$ cat src/rtl/board_scan_arbiter.sv
// Arbitrates the single chessboard pattern-read port between the win checker (0)
// and the AI move scorer (1); one whole scan per grant, with a watchdog for hung scanners.
module board_scan_arbiter #(
  parameter int unsigned BOARD_SIZE = 15,
  parameter int unsigned TIMEOUT    = 512,
  parameter int unsigned TO_W       = 10
) (
  input  logic       clk,
  input  logic       rst,
  input  logic       clr,
  input  logic       req0,
  input  logic       req1,
  input  logic [3:0] i0,
  input  logic [3:0] j0,
  input  logic [3:0] i1,
  input  logic [3:0] j1,
  input  logic       done0,
  input  logic       done1,
  output logic       gnt0,
  output logic       gnt1,
  output logic [3:0] get_i,
  output logic [3:0] get_j,
  output logic       busy,
  output logic       timeout_err
);

  localparam int unsigned CW = 4;

  typedef enum logic [1:0] {IDLE, OWN0, OWN1} state_t;

  state_t          state, state_nxt;
  logic [TO_W-1:0] wdog, wdog_nxt, wdog_inc;
  logic            wdog_hit;
  logic            last, last_nxt;
  logic            gnt0_nxt, gnt1_nxt, busy_nxt, terr_nxt;
  logic            rel_normal;

  // Off-board coordinates read square (0,0) rather than aliasing.
  function automatic logic [CW-1:0] clamp(input logic [CW-1:0] c);
    return (32'(c) < BOARD_SIZE) ? c : '0;
  endfunction

  always_ff @(posedge clk or negedge rst) begin
    if (!rst) begin
      state       <= IDLE;
      wdog        <= '0;
      last        <= 1'b1;
      gnt0        <= 1'b0;
      gnt1        <= 1'b0;
      busy        <= 1'b0;
      timeout_err <= 1'b0;
    end else begin
      state       <= state_nxt;
      wdog        <= wdog_nxt;
      last        <= last_nxt;
      gnt0        <= gnt0_nxt;
      gnt1        <= gnt1_nxt;
      busy        <= busy_nxt;
      timeout_err <= terr_nxt;
    end
  end

  // Next state, watchdog and round-robin bookkeeping.
  always_comb begin
    state_nxt  = state;
    wdog_nxt   = '0;
    last_nxt   = last;
    terr_nxt   = timeout_err;
    rel_normal = 1'b0;
    wdog_hit   = (wdog == TO_W'(TIMEOUT - 1));
    wdog_inc   = (&wdog) ? wdog : wdog + TO_W'(1);

    case (state)
      IDLE: begin
        if (req0 && req1)  state_nxt = last ? OWN0 : OWN1;
        else if (req0)     state_nxt = OWN0;
        else if (req1)     state_nxt = OWN1;
      end
      OWN0: begin
        rel_normal = done0 || !req0;
        if (rel_normal || wdog_hit) begin
          state_nxt = IDLE;
          last_nxt  = 1'b0;
          if (!rel_normal) terr_nxt = 1'b1;
        end else begin
          wdog_nxt = wdog_inc;
        end
      end
      OWN1: begin
        rel_normal = done1 || !req1;
        if (rel_normal || wdog_hit) begin
          state_nxt = IDLE;
          last_nxt  = 1'b1;
          if (!rel_normal) terr_nxt = 1'b1;
        end else begin
          wdog_nxt = wdog_inc;
        end
      end
      default: state_nxt = IDLE;
    endcase

    if (clr) begin
      state_nxt = IDLE;
      wdog_nxt  = '0;
      last_nxt  = 1'b1;
      terr_nxt  = 1'b0;
    end

    gnt0_nxt = (state_nxt == OWN0);
    gnt1_nxt = (state_nxt == OWN1);
    busy_nxt = (state_nxt != IDLE);
  end

  // Board coordinates follow the current owner; zero while idle.
  always_comb begin
    get_i = '0;
    get_j = '0;
    case (state)
      OWN0: begin
        get_i = clamp(i0);
        get_j = clamp(j0);
      end
      OWN1: begin
        get_i = clamp(i1);
        get_j = clamp(j1);
      end
      default: begin
        get_i = '0;
        get_j = '0;
      end
    endcase
  end

endmodule
$ cat config.mk
export PLATFORM = sky130hd
export DESIGN_NAME = board_scan_arbiter
export DESIGN_NICKNAME = d
export VERILOG_FILES = /design/src/rtl/board_scan_arbiter.sv
export SDC_FILE = /design/constraint.sdc
export NUM_CORES = 1
export LEC_CHECK = 0
export ABC_AREA = 1
export CELL_PAD_IN_SITES_DETAIL_PLACEMENT = 1
export CELL_PAD_IN_SITES_GLOBAL_PLACEMENT = 1
export CORE_MARGIN = 2
export CORE_UTILIZATION = 33
export DETAILED_ROUTE_END_ITERATION = 8
export PLACE_DENSITY = 0.86
export SLEW_MARGIN = 40
export SYNTH_ARGS = -nofsm -noshare
export SYNTH_HDL_FRONTEND = slang
export SYNTH_SLANG_ARGS = --single-unit
$ cat constraint.sdc
create_clock -name clk -period 1.69 [get_ports clk]
set_input_delay 0.338 -clock clk [delete_from_list [all_inputs] [get_ports clk]]
set_output_delay 0.338 -clock clk [all_outputs]
set_load 0.005 [all_outputs]
Word level (Yosys, flattened, before mapping)
Index checks and enable logic that the tools add are counted.

word-level totals
  memories = 0
  bits in latches = 0
  bits in writable memories = 0
  ROM bits = 0
  output and inout port bits = 12
  input bits = 23
  logic and storage cells = 63
  register bits after elaboration = 17

operators by class
  $mul = 0
  shifts and indexed selects = 0
  reductions and logical operators = 13
  equal/unequal tests = 9
  magnitude comparators = 4
  add/sub/neg operators = 1
  divide/modulo/power cells = 0
  muxes and demuxes = 29
  bitwise gates (word level) = 0

operator list
  kind                                               number
  2-to-1 mux 10 bit                                  4
  one-hot mux 10 bit (2 select lines)                1
  less-than comparator 4 bit, second input constant  4
  2-to-1 mux 4 bit                                   4
  one-hot mux 4 bit (2 select lines)                 2
  2-to-1 mux 2 bit                                   7
  inequality test 3 bit, second input constant       4
  adder 10 x 1 -> 10 bit, second input constant      1
  == test 10 x 9 -> 1 bit, second input constant     1
  AND reduction 10 bit                               1
  2-to-1 mux 1 bit                                   8
  one-hot mux 2 bit (3 select lines)                 1
  AND reduction 5 bit                                1
  == test 2 x 1 -> 1 bit, second input constant      2
  == test 2 bit, second input constant               2
  logical OR 1 bit                                   4
  one-hot mux 1 bit (2 select lines)                 2
  AND reduction 3 bit                                1
  nonzero test 3 bit                                 1
  logical NOT 1 bit                                  2
  logical NOT 2 bit                                  1
  nonzero test 2 bit                                 1
  logical AND 1 bit                                  1

Longest topological paths before layout
Gate-level depths: netlist (run 1).

  depth after elaboration = 7
  gate-level depth with buffers = 8
  depth with buffers taken out = 8

Worst setup path after synthesis (run 1)
Ideal clock, no wire load.

  path type = register to output
  from = register state[1]
  to = output get_i[0]
  setup slack = 0.195 ns
  arrival = 1.157 ns
  cell stages (with the launch flop) = 6
  required time = 1.352 ns
  buffers on the path = 1
  path through = dfrtp_1 -> inv_1 -> ha_1 -> clkbuf_1 -> nand3_1 -> a21oi_1

between the ends
  word-level cells in the longest chain between the ends = 2
  elaborated cells on any way between the ends = 3
  classes of those cells = eq/ne (2); mux (1)

RTL lines
  what                                                            line  text
  start, declared                                                 31    state_t state, state_nxt;
  start signal, assigned                                          53    state <= state_nxt;
  == test 2 bit / == test 2 x 1 -> 1 bit (equally long branches)  118   case (state)
  one-hot mux 4 bit (2 select lines) (*)                          118
  end, declared                                                   21    output logic [3:0] get_i,

Mark *: on every way between the ends. The rest lies on a longest branch, timed or not.

Final worst setup path (run 1)
  from = register state[1]
  to = output get_j[3]

between the ends
  word-level cells in the longest chain between the ends = 2
  elaborated cells on any way between the ends = 3
  classes of those cells = eq/ne (2); mux (1)

RTL lines
  what                                                            line  text
  == test 2 bit / == test 2 x 1 -> 1 bit (equally long branches)  118
  one-hot mux 4 bit (2 select lines) (*)                          118
  end, declared                                                   22    output logic [3:0] get_j,

Marked as above.

==> metrics.cfg, run 1 <==
[power_and_ir_drop]
power.internal_w = 0.000719
seqPwrFrac = 0.414
p_comb_frac = 0.373
p_leak_nw = 0.854
power.net_switching_w = 0.000333
ir_drop_mv = 0.420
pwr-share-clk = 0.213
powerDensity_nw_per_um2 = 544
p_sw_frac = 0.317

[grt]
overflow = 0
track_usage = 0.224
grt_max_degree = 18
antenna_found_initial = 0
grt_first_pass_wirelength_mm = 7.07
grt_pass1_vias = 1498

[synthesis]
synth_edf_count = 0
synth_compound_area_frac = 0.0842
syn_inst = 152
netlist.area_leader.share = 0.350
syn_avg_cell_area_um2 = 7.53
synthFlopType = dfrtp_1
synth.top_cells.by_count = 29 x nand2_1, 23 x nand3_1, 17 x nor2_1, 16 x dfrtp_1, 15 x inv_1
syn_area_um2 = 1140
syn-num-nets = 180
synth_cell_types = 28
yosys_warnings = 0
ys_seq_elements = 17
yosys.area_share.simple = 0.407
synth_most_common_cell = nand2_1
synth_top_family_by_area = simple AND/OR/NAND/NOR gates
synthTopCellsByArea = dfrtp_1 35%, nand3_1 10%, nand2_1 9.5%
synth_largest_area_cell = dfrtp_1
muxShareOfSynthArea = 0
synth_xor_area_frac = 0.0153
ys_async_sr_fraction = 1.00
synthAdderAreaFrac = 0.0546
synth_seq_area_share = 0.373

[worst_setup_path]
start_kind = flip-flop
cp_slowest_stage_delay_ns = 0.42
path_cells = inv_2 > ha_4 > buf_6 > nand3_1 > a21oi_2 > buf_2
crit_family = flip-flops
critPathSlowestCell = dfrtp_1
setup.worst_path.class = reg -> out
critPathRequiredTime_ns = 1.35
crit_fanout = 4
crit_arrival_ns = 1.58
r2r_slack_ns = -0.03
critical_path_buf_inv_count = 3
critPathCaptureType = primary output

[final_layout]
layout.nets = 245
area_growth_pct = 68.9
antenna_cells = 0
drive_above_1_share = 0.380
finalInstanceArea_um2 = 1930

[floorplan]
die_area_um2 = 3960
core_area_um2 = 3340
rows = 21
pin_count = 35
die_x_um = 62.9
die_h_um = 62.9
initial_core_util = 0.343

[detailed_routing]
drc = 0
num_vias = 1371
via_per_inst = 5.23
wl_mm = 4.66
dr.pass1.iters = 4
wire_per_inst_um = 17.8
ant_nets = 0
drt_iter0_markers = 42

[sta]
rsz0062_at_grt = true
finalCritPeriodShare = 1.14
finalHoldViolations = 0
fmax_mhz = 521
period_needed_ns = 1.92
fin_tns_setup_ns = -1.44
setup_viol_count_final = 14
skew_ns = 0.00266
fin_ws_ns = -0.229
tightest_slew_ns = 0.370
max_slew_margin = 0.752
drv_slew = 0

[placed_design]
hpwl_mm = 2.93
place_congestion = 0.778
dpl-instance-area_um2 = 1620
io_buffers = 34
pre_cts_slack_ns = -0.422

[cts]
clk_path_buf_depth = 2
insertion_delay_ns = 0.30
cts_buffers = 3
cts_tree = done
htreeDepth = 1
clkSlewWorstSetupHoldPaths_ns = 0.10
root_buffer = clkbuf_4
clock_sinks = 17

[hold_path]
holdCritPathClass = in -> async

[status]
violations = setup timing
status = complete, but fails checks

[run]
cap_violations = 0

[layer usage]
metal  part of all wire  global-route usage
met1               0.40               0.238
met2               0.54               0.464
met3              0.027              0.0144
met4              0.027              0.0583
met5                  0                   0
[power groups by stage]
stage	clock network, W	logic [W]	registers [W]
after floorplan	0	0.0000927	0.000443
after global placement	0	0.000241	0.000442
after detailed placement	0	0.000257	0.000443
after CTS	0.000233	0.000323	0.000435
after global routing	0.000253	0.000415	0.000438
final	0.000224	0.000392	0.000436
[cell type report]
cell class              instances  area [um2]
clock inverters                 1        5.00
clock buffers                   3        22.5
well taps                      46        57.6
flip-flops and latches         17         427
fillers                       408        1400
multi-input cells             115         782
repair buffers                 62         557
inverters                      18        82.6
[repair_timing]
item / 4_1_cts / 5_1_grt
buffers inserted: 10 / 6
hold buffers: 0 / 0
resized for setup: 59 / 20
endpoints found under the setup margin: 21 / 25
pin swaps: 6 / 6
[logic make-up after synthesis]
family,count (synthesis)
and+or+nand+nor,90
xor gates and xnor gates,2
AOI/OAI and AO/OA,18
adders and majority gates,5
DFF,17
buffers and inverters,20
[registers in the layout, summed over array words and instances, names as in the netlist]
name         count
gnt0             1
state            2
wdog            10
busy             1
last             1
timeout_err      1
gnt1             1
[path summary, 6_finish.rpt]
path                            endpoint  cells past startpoint  startpoint
worst min-delay path             wdog[5]                      2         rst
min in group clk                    last                      2        last
worst max-delay path            get_j[3]                      6    state[1]
max in group asynchronous           last                      2         rst
worst max register to register   wdog[5]                     10    state[1]
worst min register to register      last                      2        last
[worst reg2reg max path, delay by kind of cell (launching register included)]
kind | cells | cell delay, ns
buf+inv | 5 | 0.55
simple gates | 4 | 0.41
flops | 1 | 0.41
fa+ha+maj | 1 | 0.29
[metrics by stage]
| step | utilization | hold WS (ns) | std cells | power, W |
|---|---|---|---|---|
| after floorplan | - | 0.0424 | 152 | 0.000536 |
| after global placement | 0.487 | 0.468 | 242 | 0.000683 |
| after detailed placement | 0.487 | 0.475 | 242 | 0.000700 |
| after CTS | 0.538 | 0.368 | 256 | 0.000991 |
| after global routing | 0.579 | 0.380 | 262 | 0.00111 |
| final | 0.579 | 0.360 | 262 | 0.00105 |
[placed cells by master (no fill, tap or decap), drive strengths merged]
cell           instances
ha                     5
nand2                 32
inv                   17
clkinv                 2
clkbuf                 3
or2                    2
nand3b                 3
xnor2                  1
nor2                  20
dfrtp                 16
clkdlybuf4s50         26
dfstp                  1
o21ai                  3
buf                   36
nand3                 26
a21oi                 14
o211ai                 1
xor2                   1
nor3                   3
nand4                  4
(Power assumes the default switching activity.)
==> run 2, diff against run 1 <==
GPL_ROUTABILITY_DRIVEN = 0   (was default)
clock period = 2.1 ns   (was 1.69 ns; I/O delays follow)
==> metrics.cfg, run 2 (same netlist as run 1, synthesis figures left out) <==
[status]
status = finished clean

[floorplan]
pin_count = 35
die_area_um2 = 3960
initial_core_util = 0.343
rows = 21
die_x_um = 62.9
core_area_um2 = 3340
die_h_um = 62.9

[placed_design]
io_buffers = 34
hpwl_mm = 2.81
pre_cts_slack_ns = -0.190

[worst_setup_path]
crit_fanout = 4
crit_arrival_ns = 1.59
setup.worst_path.class = in -> out
critPathCaptureType = primary output
r2r_slack_ns = 0.33
start_kind = primary input
rr_worst_depth = 10
worstSetupStartpoint = j0[0]
reg2reg_to = wdog[5]
crit_path_end = get_j[0]
r2r_start = state[1]
critPathRequiredTime_ns = 1.68

[final_layout]
layout.nets = 227
largestRegisters = wdog: 10 flops, state: 2 flops
antenna_cells = 0
drive_above_1_share = 0.187
area_growth_pct = 46.7
final_common_cell = nand2_1
utilization = 0.503
top_register = wdog
final_cell_mix = 29 x nand2_1, 23 x nand3_1, 22 x clkdlybuf4s50_1, 17 x nor2_1, 16 x dfrtp_1
largest_reg_flops = 10

[detailed_routing]
drc = 0
wire_per_inst_um = 14.6
via_per_inst = 4.94
wl_mm = 3.57
drt_iter0_markers = 23
dr.pass1.iters = 4
ant_nets = 0
num_vias = 1206

[grt]
grt_pass1_vias = 1425
track_usage = 0.194
overflow = 0
grt_max_degree = 18
grt_first_pass_wirelength_mm = 6.17
antenna_found_initial = 0

[cts]
insertion_delay_ns = 0.30
clkSlewWorstSetupHoldPaths_ns = 0.10
cts_buffers = 3
cts_tree = done
htreeDepth = 1
root_buffer = clkbuf_4
holdBufCountCts = 0
clock_sinks = 17
clk_path_buf_depth = 2

[sta]
fin_ws_ns = 0.0896
tightest_slew_ns = 0.364
setup_viol_count_final = 0
drv_slew = 0
period_needed_ns = 2.01
max_slew_margin = 0.756
skew_ns = 0.00559
finalHoldViolations = 0
fin_tns_setup_ns = 0
finalCritPeriodShare = 0.957
fmax_mhz = 497

[power_and_ir_drop]
p_comb_frac = 0.290
p_leak_nw = 0.789
seqPwrFrac = 0.472
p_sw_frac = 0.289
ir_drop_mv = 0.287
power.net_switching_w = 0.000214
pwr-share-clk = 0.238
powerDensity_nw_per_um2 = 441
power.internal_w = 0.000526

[hold_path]
holdCritPathClass = in -> async

[run]
cap_violations = 0

run 2: cell types whose count changed in the layout (fill, tap and decap cells not counted), sizes merged:
cell,change
buf,-26
dlymetal6s2s,+4
clkdlybuf4s50,-4
dlygate4sd2,+8
run 2: repair_timing:
action                                  4_1_cts  5_1_grt
gates resized for setup                      17        4
endpoints found under the setup margin        8        2
pin swaps                                     1        3
buffers inserted                              4        1
cloned                                        0        0
run 2: final cells by class:
type	count	area, um2
Clock buffer	3	22.5
Clock inverter	1	5.00
Fill cell	428	1660
Inverter	18	72.6
Multi-Input combinational cell	115	679
Sequential cell	17	427
Tap cell	46	57.6
Timing Repair Buffer	44	415
run 2: through the flow:
stage	std cells	hold slack [ns]	power (W)	cell area, um2
after global routing	244	0.444	0.000788	1680
final	244	0.446	0.000740	1680
after floorplan	152	0.124	0.000431	1140
after CTS	243	0.440	0.000754	1660
after detailed placement	235	0.490	0.000548	1570
after global placement	235	0.464	0.000536	1570
run 2: worst min path at each step:
stage / start / depth (start not counted) / endpoint / slack (ns)
floorplan: rst / 0 / busy / 0.12
global placement: last / 2 / last / 0.46
detailed placement: last / 2 / last / 0.49
CTS: rst / 2 / wdog[2] / 0.44
global route: rst / 2 / wdog[2] / 0.44
finish: rst / 2 / wdog[2] / 0.45
run 2: power groups by stage:
stage               registers [W]  clock network [W]   logic, W
floorplan                0.000357                  0  0.0000746
global route             0.000351           0.000201   0.000235
detailed placement       0.000357                  0   0.000191
CTS                      0.000350           0.000190   0.000214
global placement         0.000356                  0   0.000181
finish                   0.000350           0.000176   0.000215
run 2: worst max-delay path, stage by stage:
cell and delay, ns:
clkdlybuf4s50_1 0.50, nand4_1 0.19, nand3_1 0.13, a21oi_1 0.08
dlygate4sd2_1 0.27
run 2: per-layer routing:
layer  GRT usage  wire [um]  vias up
met4      0.0861         54        0
met5           0          0        -
met3      0.0396        112        4
met2       0.388       2050       24
met1       0.187       1350      584
li1            -          -      594
==> run 3, diff against run 2 <==
CAP_MARGIN = 10   (was default)
==> results of run 3 <==
Final layout, timing and power as in run 2 (identical DEF).
